`config.mk`:
```
export PLATFORM = sky130hd
export DESIGN_NAME = program_loader
export DESIGN_NICKNAME = d
export VERILOG_FILES = /design/src/rtl/program_loader.sv
export SDC_FILE = /design/constraint.sdc
export NUM_CORES = 1
export LEC_CHECK = 0
export BUFFER_PORTS_ARGS = -buffer_cell sky130_fd_sc_hd__buf_2
export CAP_MARGIN = 40
export CORE_MARGIN = 5
export CORE_UTILIZATION = 50
export CTS_CLUSTER_DIAMETER = 50
export DETAILED_ROUTE_END_ITERATION = 8
export PLACE_DENSITY = 0.77
export SYNTH_ARGS = -nofsm -noshare
export SYNTH_HDL_FRONTEND = slang
export SYNTH_SLANG_ARGS = --single-unit
```
`constraint.sdc`:
```
create_clock -name clock -period 2.9 [get_ports clock]
set_input_delay 0.29 -clock clock [delete_from_list [all_inputs] [get_ports clock]]
set_output_delay 0.29 -clock clock [all_outputs]
set_load 0.01 [all_outputs]
```
`src/rtl/program_loader.sv`:
```
// -----------------------------------------------------------------------------
// program_loader
//
// Host-side loader for a processor memory-load port. It takes a little-endian
// byte stream made of a 4-byte word-count header (N) and N 32-bit words, and
// writes each assembled word into processor memory through memEn/memAddr/
// memData. The processor is held in reset for the whole load and is released
// RELEASE_DELAY cycles after the final write.
//
// Ports:
//   clock       in   rising-edge system clock
//   reset       in   asynchronous, active-high reset
//   load_start  in   single-cycle load request (ignored while busy)
//   byte_valid  in   byte source has a byte
//   byte_data   in   stream byte
//   byte_ready  out  loader accepts a byte (transfer on valid && ready)
//   memEn       out  memory write strobe (one cycle per word)
//   memAddr     out  word index being written (held when memEn=0)
//   memData     out  word being written (held when memEn=0)
//   cpu_reset   out  processor reset, active-high
//   busy        out  load in progress (header, payload or hold)
//   done        out  load finished and processor released
//   error       out  header rejected (N==0 or N>MEM_DEPTH)
//   state_dbg   out  current FSM state encoding, for observation only
//
// Byte handshake: a byte moves on a rising clock edge where byte_valid and
// byte_ready are both high; byte_ready does not depend on byte_valid, and a
// byte offered while byte_ready is low stays with the source.
// -----------------------------------------------------------------------------
module program_loader #(
    parameter int WIDTH         = 32,
    parameter int MEM_DEPTH     = 1024,
    parameter int BASE_WORD     = 0,
    parameter int RELEASE_DELAY = 2
) (
    input  logic             clock,
    input  logic             reset,
    input  logic             load_start,
    input  logic             byte_valid,
    input  logic [7:0]       byte_data,
    output logic             byte_ready,
    output logic             memEn,
    output logic [WIDTH-1:0] memAddr,
    output logic [WIDTH-1:0] memData,
    output logic             cpu_reset,
    output logic             busy,
    output logic             done,
    output logic             error,
    output logic [2:0]       state_dbg
);

    localparam int KW = (MEM_DEPTH > 1) ? $clog2(MEM_DEPTH) : 1;
    localparam int HW = (RELEASE_DELAY > 1) ? $clog2(RELEASE_DELAY) : 1;

    typedef enum logic [2:0] {
        S_IDLE  = 3'd0,
        S_HDR   = 3'd1,
        S_DATA  = 3'd2,
        S_WRITE = 3'd3,
        S_HOLD  = 3'd4,
        S_RUN   = 3'd5,
        S_ERR   = 3'd6
    } state_t;

    state_t            state_q, state_d;
    logic [1:0]        byte_cnt_q, byte_cnt_d;
    logic [23:0]       partial_q, partial_d;
    logic [KW-1:0]     k_q, k_d;
    logic [KW-1:0]     last_k_q, last_k_d;
    logic [HW-1:0]     hold_cnt_q, hold_cnt_d;
    logic              mem_en_q, mem_en_d;
    logic [WIDTH-1:0]  mem_addr_q, mem_addr_d;
    logic [WIDTH-1:0]  mem_data_q, mem_data_d;
    logic              byte_ready_q, byte_ready_d;
    logic              busy_q, busy_d;
    logic              done_q, done_d;
    logic              error_q, error_d;
    logic              cpu_reset_q, cpu_reset_d;

    logic              accept;
    logic [31:0]       word_shift;

    // byte_ready_q is only ever high in HDR/DATA, so accept implies one of them.
    assign accept = byte_valid && byte_ready_q;

    // Little-endian assembly: earlier bytes already sit in partial_q[7:0]
    // upward, so the fourth byte lands in bits 31:24.
    assign word_shift = {byte_data, partial_q};

    always_comb begin
        state_d    = state_q;
        byte_cnt_d = byte_cnt_q;
        partial_d  = partial_q;
        k_d        = k_q;
        last_k_d   = last_k_q;
        hold_cnt_d = hold_cnt_q;
        mem_addr_d = mem_addr_q;
        mem_data_d = mem_data_q;

        case (state_q)
            S_IDLE, S_RUN, S_ERR: begin
                if (load_start) begin
                    state_d    = S_HDR;
                    byte_cnt_d = 2'd0;
                    partial_d  = '0;
                end
            end

            S_HDR: begin
                if (accept) begin
                    byte_cnt_d = byte_cnt_q + 2'd1;
                    partial_d  = word_shift[31:8];
                    if (byte_cnt_q == 2'd3) begin
                        partial_d = '0;
                        if ((word_shift == 32'd0) || (word_shift > 32'(MEM_DEPTH))) begin
                            state_d = S_ERR;
                        end else begin
                            // Store N-1 so the last-word test is a plain compare
                            // and k never needs to reach MEM_DEPTH.
                            last_k_d = KW'(word_shift - 32'd1);
                            k_d      = '0;
                            state_d  = S_DATA;
                        end
                    end
                end
            end

            S_DATA: begin
                if (accept) begin
                    byte_cnt_d = byte_cnt_q + 2'd1;
                    partial_d  = word_shift[31:8];
                    if (byte_cnt_q == 2'd3) begin
                        partial_d  = '0;
                        mem_addr_d = WIDTH'(BASE_WORD) + WIDTH'(k_q);
                        mem_data_d = WIDTH'(word_shift);
                        state_d    = S_WRITE;
                    end
                end
            end

            S_WRITE: begin
                if (k_q == last_k_q) begin
                    hold_cnt_d = HW'(RELEASE_DELAY - 1);
                    state_d    = S_HOLD;
                end else begin
                    k_d     = k_q + KW'(1);
                    state_d = S_DATA;
                end
            end

            S_HOLD: begin
                if (hold_cnt_q == '0) begin
                    state_d = S_RUN;
                end else begin
                    hold_cnt_d = hold_cnt_q - HW'(1);
                end
            end

            default: begin
                state_d = S_IDLE;
            end
        endcase

        // Outputs are registered images of the next state, so they change on
        // the same edge as the state they describe.
        byte_ready_d = (state_d == S_HDR) || (state_d == S_DATA);
        mem_en_d     = (state_d == S_WRITE);
        busy_d       = (state_d == S_HDR) || (state_d == S_DATA) ||
                       (state_d == S_WRITE) || (state_d == S_HOLD);
        done_d       = (state_d == S_RUN);
        error_d      = (state_d == S_ERR);
        cpu_reset_d  = (state_d != S_RUN);
    end

    always_ff @(posedge clock or posedge reset) begin
        if (reset) begin
            state_q      <= S_IDLE;
            byte_cnt_q   <= '0;
            partial_q    <= '0;
            k_q          <= '0;
            last_k_q     <= '0;
            hold_cnt_q   <= '0;
            mem_en_q     <= 1'b0;
            mem_addr_q   <= '0;
            mem_data_q   <= '0;
            byte_ready_q <= 1'b0;
            busy_q       <= 1'b0;
            done_q       <= 1'b0;
            error_q      <= 1'b0;
            cpu_reset_q  <= 1'b1;
        end else begin
            state_q      <= state_d;
            byte_cnt_q   <= byte_cnt_d;
            partial_q    <= partial_d;
            k_q          <= k_d;
            last_k_q     <= last_k_d;
            hold_cnt_q   <= hold_cnt_d;
            mem_en_q     <= mem_en_d;
            mem_addr_q   <= mem_addr_d;
            mem_data_q   <= mem_data_d;
            byte_ready_q <= byte_ready_d;
            busy_q       <= busy_d;
            done_q       <= done_d;
            error_q      <= error_d;
            cpu_reset_q  <= cpu_reset_d;
        end
    end

    assign byte_ready = byte_ready_q;
    assign memEn      = mem_en_q;
    assign memAddr    = mem_addr_q;
    assign memData    = mem_data_q;
    assign cpu_reset  = cpu_reset_q;
    assign busy       = busy_q;
    assign done       = done_q;
    assign error      = error_q;
    assign state_dbg  = state_q;

endmodule

```
-- After elaboration in Yosys (flattened, before gate mapping)
Index checks and enable logic that the tools add are counted.
- reduce and logical (&&, ||, !) cells: 17
- equal/unequal tests: 22
- magnitude comparators: 1
- $add $sub $neg: 4
- multiplexer cells: 24
- bitwise logic cells: 1
- operators by type and width (operator ; number):
    2-to-1 mux 24 bit ; 3
    case mux 24 bit (2 select lines) ; 1
    2-to-1 mux 10 bit ; 4
    > comparator 32 x 11 -> 1 bit (second input constant) ; 1
    logical NOT 32 bit ; 1
    2-to-1 mux 3 bit ; 8
    case mux 10 bit (2 select lines) ; 1
    equality test 3 bit (second input constant) ; 6
    case mux 3 bit (5 select lines) ; 1
    equality test 3 x 2 -> 1 bit (second input constant) ; 4
    != test 2 bit (second input constant) ; 6
    adder 10 x 1 -> 10 bit (second input constant) ; 1
    equality test 10 bit ; 1
    subtractor 10 x 1 -> 10 bit (second input constant) ; 1
    equality test 3 x 1 -> 1 bit (second input constant) ; 2
    AND reduction 3 bit ; 2
    nonzero test 2 bit ; 3
    AND reduction 5 bit ; 1
    logical OR 1 bit ; 4
    2-to-1 mux 2 bit ; 2
    case mux 2 bit (2 select lines) ; 1
    AND reduction 4 bit ; 1
    logical NOT 3 bit ; 1
    != test 3 bit (second input constant) ; 1
    11 further kinds ; 12
- word-level logic and storage cells: 83
- output and inout port bits: 73
- register bits: 98

-- Longest topological paths before layout
- word-level depth: 10
- mapped depth: 8
- mapped depth without buffers: 7

-- Least setup slack after synthesis
No wires, ideal clock.
- path kind: flip-flop to flip-flop
- start point: register partial_q[0]
- end point: register last_k_q[8]
- path buffers: 1
- stages on the path, launching flop included: 9
- data arrival time: 2.196 ns
- path slack: 0.579 ns
- path through: dfrtp_1 inv_1 ha_1 or4b_1 or4_4 and2_1 and3_1 buf_6 mux2_4
- cells in the longest elaborated chain, start to end: 4
- elaborated cells on any way between the ends: 6
- ends and longest elaborated chain (what ; line ; text):
    from (decl) ; 67 ; logic [23:0] partial_q, partial_d;
    from (signal assigned) ; 194 ; partial_q <= partial_d;
    > comparator 32 x 11 -> 1 bit or logical NOT 32 bit (tied branches) ; 115 ; if ((word_shift == 32'd0) || (word_shift > 32'(MEM_DEPTH))) begin
    logical OR 1 bit ; 115 ;
    inverter 1 bit (no line) ; n/a ;
    AND reduction 4 bit (no line) ; n/a ;
    to (signal assigned) ; 196 ; last_k_q <= last_k_d;
    to (decl) ; 69 ; logic [KW-1:0] last_k_q, last_k_d;
Several ways; a longest one is shown, not always the timed one.
A chain may end at the register's enable or synchronous reset.

-- Worst setup path in the final report
Ends and elaborated chain as after synthesis.

==> reports/metrics.yaml <==
status: "finished clean"
cts_hold_buf: 0
cp_max_fo: 8
multi_input_area_um2: 1910
ys_seq_area_frac: 0.542
finalSetupViolCount: 0
crit_arrival_ns: 2.73
cts-root-buf: "clkbuf_8"
die_width_um: 105
clk_latency_ns: 0.36
critPathCaptureType: "flip-flop"
drt_pass1_iterations: 4
finalNonFillerCells: 587
synth_cell_types: 51
clk_pin_slew_ns: 0.09
synth-edff-count: 0
syn-cell-area_um2: 4530
max_slew_margin: 0.474
ff_latch_area_um2: 2450
hp-class: "primary input to async pin"
cts_buffer_depth: 2
wirelength_um: 9370
numCtsBuffers: 9
numClockSinks: 98
required_ns: 3.14
critPathLaunch: "partial_q[0]"
cts_tree: "built"
dieArea_um2: 11100
cap_violations: 0
die_h_um: 105
synth_top_area_share: 0.536
layout_common_cells: "dfrtp_1, nand2_1, buf_2"
leakagePower_nw: 2.50
synth_area_per_cell_um2: 10.9
via_count: 3189
fin_worst_skew_ns: 0.0119
irDropWorstVdd_mv: 0.449
async_flop_share: 1.00
grtUsageTotal: 0.175
drive_gt1_frac: 0.290
cp-start-kind: "flip-flop"
finalMaxSlewViolations: 0
hold_violations: 0
core_area_um2: 8760
power_per_cell_area_nw_per_um2: 988
setup-tns-final_ns: 0
grt_overflow_total: 0
r2r-start: "partial_q[0]"
grt_pass1_vias: 3183
routabilityCongestion: 0.896
route.detailed.drc: 0
area_growth_pct: 12.3
rr_worst_depth: 7
n_antenna_cell: 0
drt-initial-drc-count: 137
io_pins: 85
rsz0062_at_grt: "no"
io_buffers: 62
antenna_left: 0
postCtsSetupBuffers: 0
grt_pass1_wl_um: 15900
period_needed_ns: 2.48
htree_levels: 3
cts_resized: 0
antenna_found_initial: 0
worst_pin_slew_ns: 0.783
yosys.area.top_type: "dfrtp_1"
synth_top_flop_cell: "dfrtp_1"
fmax_mhz: 403
placed_cells: 572
hpwl_um: 6920
ys_warn_count: 0
grt_start_max_net_pins: 55
final_common_cell: "dfrtp_1"
synthCells: 415
rows: 34
fillers: 764
avgViaCountPerCell: 5.43
ys_ff_latch: 98
nets: 491
crit_type: "flip-flop to flip-flop"
drt-wirelength-per-cell_um: 16.0
synth_area_leaders: "dfrtp_1, mux2_2, nand2_1"
initial_core_util: 0.517
layout_worst_path_cycle_share: 0.857
-- cells in the mapped netlist (2+ instances only) --
library cell and number:
a21o_1 2, a21oi_1 9, a221oi_1 2, a31oi_1 2, and2_1 3, and3_1 2, buf_2 2, buf_4 22
clkbuf_1 16, dfrtp_1 97, ha_1 4, inv_1 7, mux2_2 43, nand2_1 67, nand3_1 7, nand4_1 5
nand4bb_1 2, nor2_1 9, nor3_1 7, nor4_1 6, o21a_1 2, o21ai_0 38, o31ai_1 8, or2_2 2
or3_1 2, or4_1 5, or4_4 2, xnor2_1 15, xor2_1 5
-- critical path, stage by stage, from the launching register on --
cell and delay [ns]:
dfrtp_1 0.42, inv_1 0.12, ha_1 0.14, or4b_1 0.46, o31ai_1 0.33, and2_1 0.20, and3_1 0.37, mux2_4 0.33
-- final cells by class --
cell class,count,area share
Sequential cell,98,0.483
Clock inverter,6,0.0133
Multi-Input combinational cell,289,0.375
Clock buffer,9,0.0244
Timing Repair Buffer,70,0.0728
Inverter,7,0.00566
Tap cell,108,0.0266
-- cells by family (layout without fill, tap and decap cells) --
logic type | Yosys count | in the layout | synth area share
AND/OR/NAND/NOR | 129 | 129 | 0.145
flip-flops | 98 | 98 | 0.542
AO/OA/AOI/OAI | 69 | 69 | 0.0895
buffers and inverters | 49 | 92 | 0.0611
multiplexers | 45 | 45 | 0.112
XOR/XNOR | 20 | 20 | 0.0387
adder cells (fa/ha/maj) | 4 | 4 | 0.0111
other | 1 | 22 | 0.000828
-- final timing paths --
| check | end | slack (ns) |
|---|---|---|
| max in group asynchronous | k_q[7] | 2.09 |
| setup reg to reg | last_k_q[8] | 0.42 |
| hold reg to reg | byte_cnt_q[1] | 0.50 |
| min in group clock | partial_q[21] | 0.19 |
| setup / recovery | last_k_q[8] | 0.42 |
| hold / removal | byte_cnt_q[1] | 0.02 |
-- where the power goes --
| part | internal (mW) | total [mW] | switching, mW |
|---|---|---|---|
| registers | 1.72 | 2.18 | 0.457 |
| logic | 0.871 | 1.98 | 1.11 |
| clock network | 0.397 | 0.861 | 0.464 |
| total | 2.99 | 5.02 | 2.03 |
-- per-layer routing --
layer / vias to the layer above / routed length (um) / global-route usage
li1: 1529 / - / -
met1: 1577 / 4080 / 0.225
met2: 68 / 4810 / 0.298
met3: 15 / 336 / 0.0253
met4: 0 / 143 / 0.0712
met5: - / 0 / 0
-- per-stage QoR --
step	util	worst slack [ns]	instance area, um2	total power, mW	hold slack, ns
floorplan	-	0.0496	4610	3.60	0.426
global placement	0.558	0.527	4890	4.10	0.422
detailed placement	0.558	0.436	4890	4.20	0.444
CTS	0.580	0.433	5080	5.06	0.0430
global route	0.580	0.235	5080	5.40	0.0770
finish	0.580	0.416	5080	5.02	0.0223
-- state kept, by name, indices dropped and copies added (netlist names) --
name        cells
busy            1
byte_cnt_q      2
byte_ready      1
cpu_reset       1
done            1
error           1
hold_cnt_q      1
k_q            10
last_k_q       10
memAddr        10
memData        32
memEn           1
partial_q      24
state_dbg       3
Power figures use the tool's default switching activity.
